===== src/rtl/benzerlik_biriktirici.sv =====
// Similarity-score frame accumulator: sums, tracks max, counts perfect scores
// and flags illegal scores over FRAME_LEN samples, then holds the result until acked.
module benzerlik_biriktirici #(
  parameter int unsigned FRAME_LEN = 8
) (
  input  logic       clk,
  input  logic       rst_n,
  input  logic       clr,
  input  logic [2:0] hb_in,
  input  logic       hb_valid,
  output logic       hb_ready,
  output logic [5:0] sum_out,
  output logic [2:0] max_out,
  output logic [3:0] perfect_cnt,
  output logic       err_out,
  output logic       out_valid,
  input  logic       out_ready
);

  localparam int unsigned SCORE_W = 3;
  localparam int unsigned SUM_W   = 6;
  localparam int unsigned CNT_W   = 4;
  localparam logic [CNT_W-1:0]   LAST_IDX  = CNT_W'(FRAME_LEN - 1);
  localparam logic [SCORE_W-1:0] SCORE_TOP = SCORE_W'(4);

  typedef enum logic {ACCUM = 1'b0, DONE = 1'b1} state_t;

  state_t state, state_next;

  logic [SUM_W-1:0]   sum_acc, sum_nxt;
  logic [SCORE_W-1:0] max_acc, max_nxt;
  logic [CNT_W-1:0]   perf_acc, perf_nxt;
  logic               err_acc, err_nxt;
  logic [CNT_W-1:0]   cnt;
  logic [SCORE_W-1:0] score_sat;
  logic               accept;
  logic               frame_end;

  // Handshake flags decode straight from the state flop, so no input reaches them.
  assign hb_ready  = (state == ACCUM);
  assign out_valid = (state == DONE);

  // State register
  always_ff @(posedge clk or negedge rst_n) begin
    if (!rst_n) state <= ACCUM;
    else        state <= state_next;
  end

  // Next-state, sample acceptance and working-value update
  always_comb begin
    state_next = state;
    accept     = 1'b0;
    frame_end  = 1'b0;
    score_sat  = (hb_in > SCORE_TOP) ? SCORE_TOP : hb_in;
    sum_nxt    = sum_acc + SUM_W'(score_sat);
    max_nxt    = (score_sat > max_acc) ? score_sat : max_acc;
    perf_nxt   = perf_acc + CNT_W'(score_sat == SCORE_TOP);
    err_nxt    = err_acc | (hb_in > SCORE_TOP);
    case (state)
      ACCUM: begin
        accept    = hb_valid && !clr;
        frame_end = accept && (cnt == LAST_IDX);
        if (frame_end) state_next = DONE;
      end
      DONE: begin
        if (out_ready) state_next = ACCUM;
      end
      default: state_next = ACCUM;
    endcase
  end

  // Working and result registers
  always_ff @(posedge clk or negedge rst_n) begin
    if (!rst_n) begin
      sum_acc     <= '0;
      max_acc     <= '0;
      perf_acc    <= '0;
      err_acc     <= 1'b0;
      cnt         <= '0;
      sum_out     <= '0;
      max_out     <= '0;
      perfect_cnt <= '0;
      err_out     <= 1'b0;
    end else if (state == ACCUM) begin
      if (clr || frame_end) begin
        sum_acc  <= '0;
        max_acc  <= '0;
        perf_acc <= '0;
        err_acc  <= 1'b0;
        cnt      <= '0;
      end else if (accept) begin
        sum_acc  <= sum_nxt;
        max_acc  <= max_nxt;
        perf_acc <= perf_nxt;
        err_acc  <= err_nxt;
        cnt      <= cnt + CNT_W'(1);
      end
      // Result includes the frame-completing sample itself.
      if (frame_end) begin
        sum_out     <= sum_nxt;
        max_out     <= max_nxt;
        perfect_cnt <= perf_nxt;
        err_out     <= err_nxt;
      end
    end
  end

endmodule


===== config.mk =====
export PLATFORM = sky130hd
export DESIGN_NAME = benzerlik_biriktirici
export DESIGN_NICKNAME = d
export VERILOG_FILES = /design/src/rtl/benzerlik_biriktirici.sv
export SDC_FILE = /design/constraint.sdc
export NUM_CORES = 1
export LEC_CHECK = 0
export CORE_AREA = 2 2 52 90
export DETAILED_ROUTE_END_ITERATION = 12
export DIE_AREA = 0 0 54 92
export SLEW_MARGIN = 20
export SYNTH_ARGS = -nofsm -noshare
export SYNTH_HDL_FRONTEND = slang
export SYNTH_SLANG_ARGS = --single-unit

===== constraint.sdc =====
create_clock -name clk -period 2.2 [get_ports clk]
set_clock_uncertainty 0.1 [all_clocks]
set_input_delay 0.44 -clock clk [delete_from_list [all_inputs] [get_ports clk]]
set_output_delay 0.44 -clock clk [all_outputs]
set_load 0.02 [all_outputs]

After elaboration in Yosys (flattened, before gate mapping)

Cells that the tools add are included.
Widths: inputs -> output; s select.

Register bits after elaboration: 33
Bits in latches: 0
Memories: 0
Memory bits (read-only): 0
Input bits: 8
Output and inout bits: 16
RAM bits: 0
Word-level logic and storage cells: 43

Shifts and indexed selects: 0
Mux-type cells: 17
Equality and inequality tests: 2
Divide/modulo/power cells: 0
$add $sub $neg: 3
Magnitude comparators: 2
Bitwise gates (word level): 2
Reduce and logical (&&, ||, !) cells: 7
Multipliers: 0

Operators by type and width:

| kind                | number |
|---|---|
| $mux 4              | 4 |
| $mux 3              | 4 |
| $mux 6              | 2 |
| $add 6x3->6         | 1 |
| $mux 1              | 6 |
| $add 4x1->4         | 1 |
| $add 4x1->4 const B | 1 |
| $eq 4x3->1 const B  | 1 |
| $reduce_and 2->1    | 2 |
| $eq 3x3->1 const B  | 1 |
| $gt 3x3->1          | 1 |
| $gt 3x3->1 const B  | 1 |
| $logic_and 1x1->1   | 2 |
| $pmux 1 s2          | 1 |
| $reduce_bool 2->1   | 1 |
| $logic_not 1->1     | 1 |
| $logic_or 1x1->1    | 1 |
| $not 1->1           | 1 |
| $or 1x1->1          | 1 |

Longest topological paths before layout

Depth in word-level cells: 7
Depth in mapped cells: 8
Depth with buffers taken out: 7

Least setup slack after synthesis

Ideal clock, no wire load.

Kind: input port to flip-flop
Start point: input hb_in[1]
End point: register max_out[0]
Buffers on the path: 1
Stages on the path: 7
Slack: 0.327 ns
Library setup time: 0.082 ns
Required time: 2.018 ns
Arrival: 1.691 ns
Path through: nor2b_1 > ha_1 > nand3b_1 > and2_1 > clkbuf_1 > o21ai_0 > a31oi_1

Word-level cells in the longest chain between the ends: 4

RTL lines:

| what                 | line | source |
|---|---|---|
| from (decl)          | 9    | `input logic [2:0] hb_in,` |
| $gt 3x3->1           | 54   | `score_sat = (hb_in > SCORE_TOP) ? SCORE_TOP : hb_in;` |
| $mux 3 (*)           | 54   |  |
| $gt 3x3->1           | 56   | `max_nxt = (score_sat > max_acc) ? score_sat : max_acc;` |
| $mux 3 (*)           | 56   |  |
| to (signal assigned) | 101  | `max_out <= max_nxt;` |
| to (decl)            | 13   | `output logic [2:0] max_out,` |

Mark *: on every way between the ends. The rest lies on a longest branch, timed or not.
A chain may end at the register's enable or synchronous reset.

Worst setup path in the final report

Start point: input hb_in[2]
End point: register sum_out[4]

Word-level cells in the longest chain between the ends: 3

RTL lines:

| what                 | line | source |
|---|---|---|
| $gt 3x3->1           | 54   |  |
| $mux 3 (*)           | 54   |  |
| $add 6x3->6 (*)      | 55   | `sum_nxt = sum_acc + SUM_W'(score_sat);` |
| to (signal assigned) | 100  | `sum_out <= sum_nxt;` |
| to (decl)            | 12   | `output logic [5:0] sum_out,` |

Marked as above.

==> run summary <==
STA classifies the critical path startpoint as an input pin. The tool flagged a number of max-cap violations equal to 0. The number of hold-slack violations in the final timing report is 0. Along the worst path, the maximum fanout reaches 4.

For the max-slew violation count, the log shows 0. The logs give 172 for the synthesized instance count and 49.5% for the final design utilization. The tools report the number of placed instances with taps included as 253.

Capturing element type of the critical path: a register. The number of setup violations in the final report came out at 0. The worst pin sits at a relative slew slack of 71.7%. Relative area change from synthesis to final layout: 30.0%.

Final-stage net count: 227. The floorplan step set the die height to 92 um. Once routing completed, OpenROAD measured the worst setup slack at 0.107 ns.

Final hold analysis gives a worst-case slack of 0.376 ns. The finished layout holds 261 standard cells, fillers aside. Of all cell types, the one taking the most synthesized area is sky130_fd_sc_hd__dfrtp_1. The run gives 0 as the total grt overflow.

The synthesized netlist occupies a cell area of 1650 um^2. The run finished with clean final reports. The initial cell density of the core was 38.0%.

The part of the power in combinational logic came out at 13.6%. Among all flip-flop cells after synthesis, the most frequent one is sky130_fd_sc_hd__dfrtp_1. In this run, flip-flops and latches consume 48.2% of the power. TritonCTS built the clock tree. The Yosys warning count was 0; the layout cell share with drive strength beyond 1 was 13.3%.

Yosys mapped a number of flops with a built-in enable equal to 0. For this design the total switching power over the nets is 0.340 mW. Of the available clock period, the critical path in the final layout requires 95.1%. Counting flops with an async set or reset pin after synthesis yields a share of 100%.

Summed over all failing endpoints, the final setup total negative slack is 0 ns. The level count of the clock H-tree is 2, and the synthesized netlist net count is 190. 0 antenna diodes ended up in the layout. Counting I/O delays and the setup requirement, the final critical path takes 2.09 ns. Clock-pin slew was measured on the worst setup and hold paths at 0.07 ns. The switching power share of the total is 25.5%, and the transition time at the pin with the least slew margin is 0.424 ns. For the data arrival at the endpoint of the critical path, the log shows 2.16 ns. The logs give 5990 um for the wire length of the first global-routing pass and 0 for the number of remaining DRC errors. The number of buffers inserted during clock tree synthesis is 5. The tools report the wire length after detailed routing as 3550 um.

The post-synthesis sequential element count is 33, and the core area is 4320 um^2. The number of buffers inserted for hold repair after clock tree synthesis came out at 0. The number of buffers added on ports is 23, and the global routing usage summed across all routing layers is 16.6%. The detailed router finished its first iteration with 24 violations.

Power density over cell area: 624 nW/um^2. The top cell type by area accounts for 50.2% of the synthesized area. The detail route stage leaves a number of antenna-violating nets equal to 0. Post-CTS timing repair inserted 0 buffers for setup. The clock drives 33 sinks. The number of gates resized after CTS was 0; the area after detailed placement was 2030 um^2. After synthesis, the netlist uses 35 different library cells. The logs give 1362 for the via count of the first global-routing pass and -0.228 ns for the pre-CTS worst setup slack.

Kind of critical path: input pin to register. Number of buffers between clock root and the deepest sink: 2. Sorting the synthesized cells by how often they occur yields sky130_fd_sc_hd__dfrtp_1 (33), sky130_fd_sc_hd__nand2_1 (31), sky130_fd_sc_hd__o21ai_0 (18). Measured along the x axis, the die boundary spans 54 um. Using the TritonRoute via totals, the vias-per-cell ratio works out to 5.31. At the later pin of the worst-skew pair, clock insertion delay measures 0.29 ns. By instance count, the leading cell after synthesis is sky130_fd_sc_hd__dfrtp_1. Summed over all cells, the static leakage comes to 0.995 nW.

The worst-case IR drop observed on VDD is 0.347 mV. At the end of routability-driven placement, the weighted congestion stood at 0.833. Detailed placement finished with a half-perimeter wire length of 2580 um. The count of standard-cell rows came out at 32. The finished cells cover 2140 um^2. Based on the critical path, the design can be clocked at up to 478 MHz. The logs give 50.2% for the proportion of synthesized chip area in sequential cells and 2.27 ns for the data required time of the worst path. Dividing the detail-routed wire length by the instance count gives 13.6 um. Pin placement for this block handled 24 I/O pins.

Total power for the finished layout comes to 1.33 mW. The first-pass iteration count of the detailed router was 4. The tools report the clock tree root driver cell as sky130_fd_sc_hd__clkbuf_8.

The tools report the via count as 1385. In this run, the clock network consumes 38.2% of the power. Path class of the lowest-slack min-delay path: register to register. After synthesis, the mean cell area works out to 9.57 um^2. The die area was 4970 um^2. The reg2reg setup slack came out at 0.47 ns. After synthesis, the cell types taking the most area are sky130_fd_sc_hd__dfrtp_1 (50%), sky130_fd_sc_hd__nand2_1 (7.1%), sky130_fd_sc_hd__ha_1 (6.8%), sky130_fd_sc_hd__o21ai_0 (5.5%), sky130_fd_sc_hd__a22o_1 (3.2%). The number of antenna violations at the first check in global routing is 0, and the internal power contribution is 0.994 mW. Entering global routing, the biggest net connects 34 pins.
## path summary, 6_finish.rpt
check                           cells past startpoint                         end                    from
min in group asynchronous                           2  perfect_cnt[3]$_DFFE_PN0P_                   rst_n
worst max register to register                      4      sum_acc[3]$_DFFE_PN0P_     out_valid$_DFF_PN0_
worst max-delay path                                8      sum_out[4]$_DFFE_PN0P_                hb_in[2]
worst min-delay path                                2      sum_out[0]$_DFFE_PN0P_  sum_out[0]$_DFFE_PN0P_
worst min register to register                      2      sum_out[0]$_DFFE_PN0P_  sum_out[0]$_DFFE_PN0P_
max in group asynchronous                           2      sum_out[2]$_DFFE_PN0P_                   rst_n
## critical path, stage by stage
cell and delay [ns]:
sky130_fd_sc_hd__clkdlybuf4s50_1 0.55, sky130_fd_sc_hd__nor2b_2 0.09, sky130_fd_sc_hd__ha_1 0.21, sky130_fd_sc_hd__fa_1 0.40, sky130_fd_sc_hd__a21oi_1 0.15, sky130_fd_sc_hd__nor2_1 0.06, sky130_fd_sc_hd__xnor2_1 0.17, sky130_fd_sc_hd__o21ai_0 0.10
## sequential cells by signal, indices dropped and copies added, names as in the netlist
signal and count:
perf_acc 4, cnt 4, max_out 3, sum_out 6, err_out 1, out_valid 1, err_acc 1, max_acc 3
sum_acc 6, perfect_cnt 4
## layout make-up
class	instances	area [um^2]
multi-input combinational	124	766
clock inverter	1	5.00
sequential	33	826
fill	420	2190
clock buffer	7	96.3
tap	51	63.8
inverter	7	26.3
timing repair buffer	38	355
## kinds of logic after synthesis
logic type               after synthesis  synth area share (%)
AND/OR/NAND/NOR                       62                  17.4
AO/OA/AOI/OAI                         46                  17.5
flip-flops                            33                  50.2
buffers and inverters                 15                  3.65
adder cells (fa/ha/maj)               10                  8.06
XOR/XNOR                               6                  3.19
## placed cells by master, fill, tap and decap left out, types with 6 or more instances in the layout
cell and n:
sky130_fd_sc_hd__nand3_1 7, sky130_fd_sc_hd__nand2_1 31, sky130_fd_sc_hd__a21oi_1 7, sky130_fd_sc_hd__o21ai_0 18
sky130_fd_sc_hd__buf_4 14, sky130_fd_sc_hd__ha_1 9, sky130_fd_sc_hd__inv_1 7, sky130_fd_sc_hd__clkdlybuf4s50_1 23
sky130_fd_sc_hd__nor2_1 8, sky130_fd_sc_hd__dfrtp_1 33, sky130_fd_sc_hd__clkbuf_8 7, sky130_fd_sc_hd__a22o_1 6
## power groups by stage
| stage | registers, mW | clock network [mW] | logic (mW) |
|---|---|---|---|
| 4_1_cts | 0.643 | 0.519 | 0.181 |
| 6_report | 0.643 | 0.509 | 0.182 |
| 2_1_floorplan | 0.655 | 0 | 0.0965 |
| 3_5_place_dp | 0.654 | 0 | 0.180 |
| 3_3_place_gp | 0.653 | 0 | 0.175 |
| 5_1_grt | 0.645 | 0.543 | 0.204 |
## layer usage
layer | up-vias | GRT usage [%] | share of wire, %
met3 | 15 | 3.91 | 4.0
met1 | 670 | 19.2 | 43
met5 | - | 0 | 0
met4 | 0 | 11.0 | 4.1
li1 | 666 | - | -
met2 | 34 | 26.1 | 49
Power figures use the tool's default switching activity.
==> edit 1 (same flow settings) <==
Reset style: synchronous (`rst_n`), changed in 2 clocked blocks.
--- a/src/rtl/benzerlik_biriktirici.sv
+++ b/src/rtl/benzerlik_biriktirici.sv
@@ -41,7 +41,7 @@
   assign out_valid = (state == DONE);
 
   // State register
-  always_ff @(posedge clk or negedge rst_n) begin
+  always_ff @(posedge clk) begin
     if (!rst_n) state <= ACCUM;
     else        state <= state_next;
   end
@@ -70,7 +70,7 @@
   end
 
   // Working and result registers
-  always_ff @(posedge clk or negedge rst_n) begin
+  always_ff @(posedge clk) begin
     if (!rst_n) begin
       sum_acc     <= '0;
       max_acc     <= '0;
Formal check against the unedited RTL: differs if rst_n is asserted again (counterexample within 10 cycles, from zero or initial values and one cycle with rst_n low); with rst_n held inactive, the same outputs for 10 cycles.
==> edit 1 against the original RTL <==
- sequential cell count unchanged
- combinational power down 19%
- setup slack better by 120 ps
- die area unchanged
- design area up 1.8%
- routed wire length up 7.5%
- area after synthesis up 0.46%
- count of clock-buffer cells in the layout up 1
- non-clock buffer count up 1
- power down 11%
- critical path type is now reg2out
- largest cell class is now multi-input combinational cells
==> edit 1: results (changes against the original RTL) <==
| Metric | Value |
|---|---|
| Post-Syn Area per Cell | `9.666 um2 (+1.0%)` |
| Critical R2R Launch | `max_acc[2]` |
| M1 WL | `1.468 mm (-2.8%)` |
| Largest net degree at the start of global routing | `36 (+5.9%)` |
| Highest cell delay on the worst timing path | `660 ps (+110 ps)` |
| Max Fanout on Critical Path | `7 (+3)` |
| Setup crit end kind | `primary output` |
| Wirelength per Cell | `14.66 um (+7.9%)` |
| Nets@finish | `226 (-0.44%)` |
| Leak pwr | `0.8948 nW (-10%)` |
| HP Start | `err_acc` |
| Sequential area share after synthesis | `39.97% (-10 points)` |
| Met3 WL | `107 um (-24%)` |
| First-pass GRT wire length | `6.361 mm (+6.2%)` |
| Worst EP arrival | `1430 ps (-730 ps)` |
| 1st-iter DRT viols | `18 (-25%)` |
| Cell family with the largest share of critical-path delay | `buffers and inverters` |
| VDD IR max | `0.0003461 V (-0.34%)` |
| Sw Pwr | `0.2903 mW (-15%)` |
| Final Non-Filler Cells | `260 (-0.38%)` |
| GP Congestion | `0.8457 (+1.5%)` |
| Max transition margin | `67.80% (-3.9 points)` |
| Critical path startpoint | `out_valid` |
| Post-Synthesis Net Count | `189 (-0.53%)` |
| Top cell types by occurrence after synthesis | `33 x dfxtp_1, 13 x nand2_1, 12 x nor2b_1` |
| Status | `finished clean` |
| Fraction of registers with async set/reset | `0% (-100 points)` |
## edit 1: cell count changes in the layout (fill, tap and decap cells not counted), sizes merged, moves of 7 or more
| cell | change |
|---|---|
| dfrtp | -33 |
| dfxtp | +33 |
| nand2 | -17 |
| nor2b | +9 |
| mux2i | +7 |
| o21ai | -7 |
## edit 1: layout make-up
type	count	area [um2]	share of cell area, %
clock buffers	8	80.08	3.680
flip-flops and latches	33	660.6	30.36
well taps	51	63.81	2.933
inverters	4	15.01	0.6901
multi-input cells	125	973.4	44.74
repair buffers	39	382.9	17.60
## edit 1: worst paths after layout
check                                  end  slack (ps)  cells past startpoint
worst max-delay path             out_valid         230                      1
worst min-delay path               err_acc         370                      2
worst max register to register  max_acc[0]         420                      8
worst min register to register     err_acc         370                      2
## edit 1: power groups by stage
stage	registers, mW	logic [mW]	clock network (mW)
global route	0.609	0.164	0.478
CTS	0.608	0.141	0.454
floorplan	0.621	0.0742	0
detailed placement	0.622	0.138	0
finish	0.608	0.148	0.436
global placement	0.622	0.136	0
## edit 1: layer usage
metal / track usage [%] / vias to the layer above
li1: - / 685
met4: 10.21 / 0
met1: 18.28 / 665
met3: 3.909 / 10
met5: 0 / -
met2: 30.08 / 26
## edit 1: repair_timing
item / in CTS / in global routing
pin swaps: 0 / 2
endpoints found under the setup margin: 4 / 9
gates resized for setup: 3 / 11
## edit 1: logic make-up after synthesis
group	synth area share, %
compound gates	20.97
buf+inv	4.466
simple gates	18.62
mux	4.239
fa+ha+maj	8.024
flops	39.97
xor+xnor	3.709
## edit 1: per-stage QoR
step	setup slack, ps	setup TNS [ps]
2_1_floorplan	212.8	0
3_3_place_gp	-310.8	-3309
3_5_place_dp	-332.7	-3666
4_1_cts	-11.28	-11.28
5_1_grt	169.2	0
6_report	231.0	0
==> edit 2 (same settings) <==
Without the edit above. Set the parameter `FRAME_LEN` to 6 (it was 8).
--- a/src/rtl/benzerlik_biriktirici.sv
+++ b/src/rtl/benzerlik_biriktirici.sv
@@ -1,7 +1,7 @@
 // Similarity-score frame accumulator: sums, tracks max, counts perfect scores
 // and flags illegal scores over FRAME_LEN samples, then holds the result until acked.
 module benzerlik_biriktirici #(
-  parameter int unsigned FRAME_LEN = 8
+  parameter int unsigned FRAME_LEN = 6
 ) (
   input  logic       clk,
   input  logic       rst_n,
Formal check against the unedited RTL: not equivalent (a bounded check fails within 10 cycles, from zero or initial values and one cycle with rst_n low).
==> edit 2 against the original RTL <==
- design area increased by 1.4%
- worst hold slack improved by 35 ps
- routed wire length increased by 0.25%
- sequential cell count did not move
- setup slack lost 16 ps
- power increased by 7.7%
- fmax shrank 0.78%
- area after synthesis shrank 0.46%
- via count fell by 8.8%
- combinational power grew 76%
- first-iteration DRC count decreased by 38%
- critical endpoint is now max_acc[0]
- highest routed layer unchanged
==> edit 2: results (changes against the original RTL) <==
| Metric | Value |
|---|---|
| First-pass GRT wire length | `6.003 mm (+0.23%)` |
| Worst Reg2Reg Path Length in Cells | `5 (+1)` |
| Number of global-route vias before repair | `1314 (-3.5%)` |
| WL final | `3.555 mm (+0.25%)` |
| WHS Path Cells | `1 (-1)` |
| Fraction of registers with async set/reset | `100.0% (unchanged)` |
| Post-Syn Area per Cell | `10.85 um2 (+13%)` |
| Compound-Gate Fraction of Synth Area | `17.95% (+0.46 points)` |
| Reg clk slew, reported paths | `70 ps (about the same)` |
| R2r setup slk | `340 ps (-130 ps)` |
| Wirelength per Cell | `14.28 um (+5.1%)` |
| Largest cells by area after synthesis | `dfrtp_1 50%, ha_1 7.6%, a21oi_1 4.3%` |
| Slowest cell on the critical path | `clkdlybuf4s50_1` |
| Nets@finish | `216 (-4.8%)` |
| DPL Wire Length | `2.608 mm (+1.0%)` |
| CTS root buffer | `clkbuf_8` |
| Critical path startpoint | `hb_in[0]` |
| Post-Synth Adder-Cell Area | `8.862% (+0.80 points)` |
| Worst hold path type | `reg2reg` |
| CTS Buf Count | `5 (unchanged)` |
| Post-synthesis mux area share | `5.882% (+5.9 points)` |
| Leak pwr | `1.027 nW (+3.2%)` |
| Top cell types by occurrence after synthesis | `33 x dfrtp_1, 14 x a21oi_1, 13 x nor2_1` |
| Initial antenna violation count | `0 (unchanged)` |
| Sw Pwr | `0.3982 mW (+17%)` |
| Status | `finished clean` |
| GP Congestion | `0.8224 (-1.3%)` |
| Fin Hold WS | `410.1 ps (+34.51 ps)` |
| XOR/XNOR Fraction of Synth Area | `3.209% (+0.015 points)` |
| Share of cells above drive strength 1 | `20.20% (+6.9 points)` |
| Ys Warns | `0 (unchanged)` |
| Final min period | `2110 ps (+16.40 ps)` |
| Post-Place Worst Slack | `-460.7 ps (-232.2 ps)` |
| Vias per std cell | `5.072 (-4.4%)` |
| CP endpoint | `max_acc[0]` |
| CP Class | `in2reg` |
| GRT Total Usage | `16.43% (-0.18 points)` |
| Max transition margin | `71.42% (-0.28 points)` |
| Placed Instances | `241 (-4.7%)` |
| Number of port buffers | `23 (unchanged)` |
| Worst EP arrival | `2180 ps (+20 ps)` |
| 1st-iter DRT viols | `15 (-38%)` |
| Clk buf depth | `2 (unchanged)` |
| Highest cell delay on the worst timing path | `470 ps (-80 ps)` |
| Sequential area share after synthesis | `50.42% (+0.23 points)` |
| VDD IR max | `0.0003565 V (+2.7%)` |
| HP Start | `perfect_cnt[0]` |
| Post-Synthesis Net Count | `170 (-11%)` |
| Fill cell count | `396 (-5.7%)` |
| Hold EP | `perfect_cnt[0]` |
| Critical R2R Launch | `cnt[0]` |
==> edit 2: changes by cell type after synthesis, moves of 2 or more <==
cell      change
nand2_1      -23
a21oi_1       +7
o21ai_0       -7
mux2_2        +5
nand3_1       -5
nor2_1        +5
mux2i_1       +4
a31oi_1       -3
a32o_1        +3
clkbuf_1      -3
nand4_1       -2
o211ai_1      -2
==> edit 2: cell type report <==
cell class,instances,area [um2],area share (%)
timing repair buffer,45,397.9,18.35
multi-input combinational,105,774.5,35.72
inverter,7,26.28,1.212
clock buffer,8,80.08,3.693
sequential,33,825.8,38.08
tap,51,63.81,2.943
==> edit 2: through the flow <==
stage / cell area, um2 / power, mW
after CTS: 2152 / 1.453
after global routing: 2168 / 1.526
final: 2168 / 1.437
after global placement: 2063 / 0.9976
after floorplan: 1638 / 0.8518
after detailed placement: 2063 / 1.007
==> edit 2: power groups by stage <==
stage / clock network (mW) / logic [mW] / registers [mW]
2_1_floorplan: 0 / 0.120 / 0.732
3_3_place_gp: 0 / 0.304 / 0.693
3_5_place_dp: 0 / 0.311 / 0.697
4_1_cts: 0.450 / 0.317 / 0.685
5_1_grt: 0.483 / 0.351 / 0.691
6_report: 0.433 / 0.320 / 0.685
==> edit 2: timing repair <==
action	4_1_cts	5_1_grt
gates resized for setup	3	5
setup endpoints to repair	5	6
pin swaps	0	1
==> edit 2: worst max-delay path, delay by kind of cell <==
family	cells	cell delay, ps
compound gates	3	530
fa+ha+maj	1	280
simple gates	2	400
buf+inv	2	540
==> edit 2: layer usage <==
metal	track usage [%]	vias to the layer above	routed length (um)
li1	-	628	-
met1	19.85	601	1505
met2	27.24	26	1869
met3	3.909	8	119
met4	6.250	0	61
met5	0	-	0
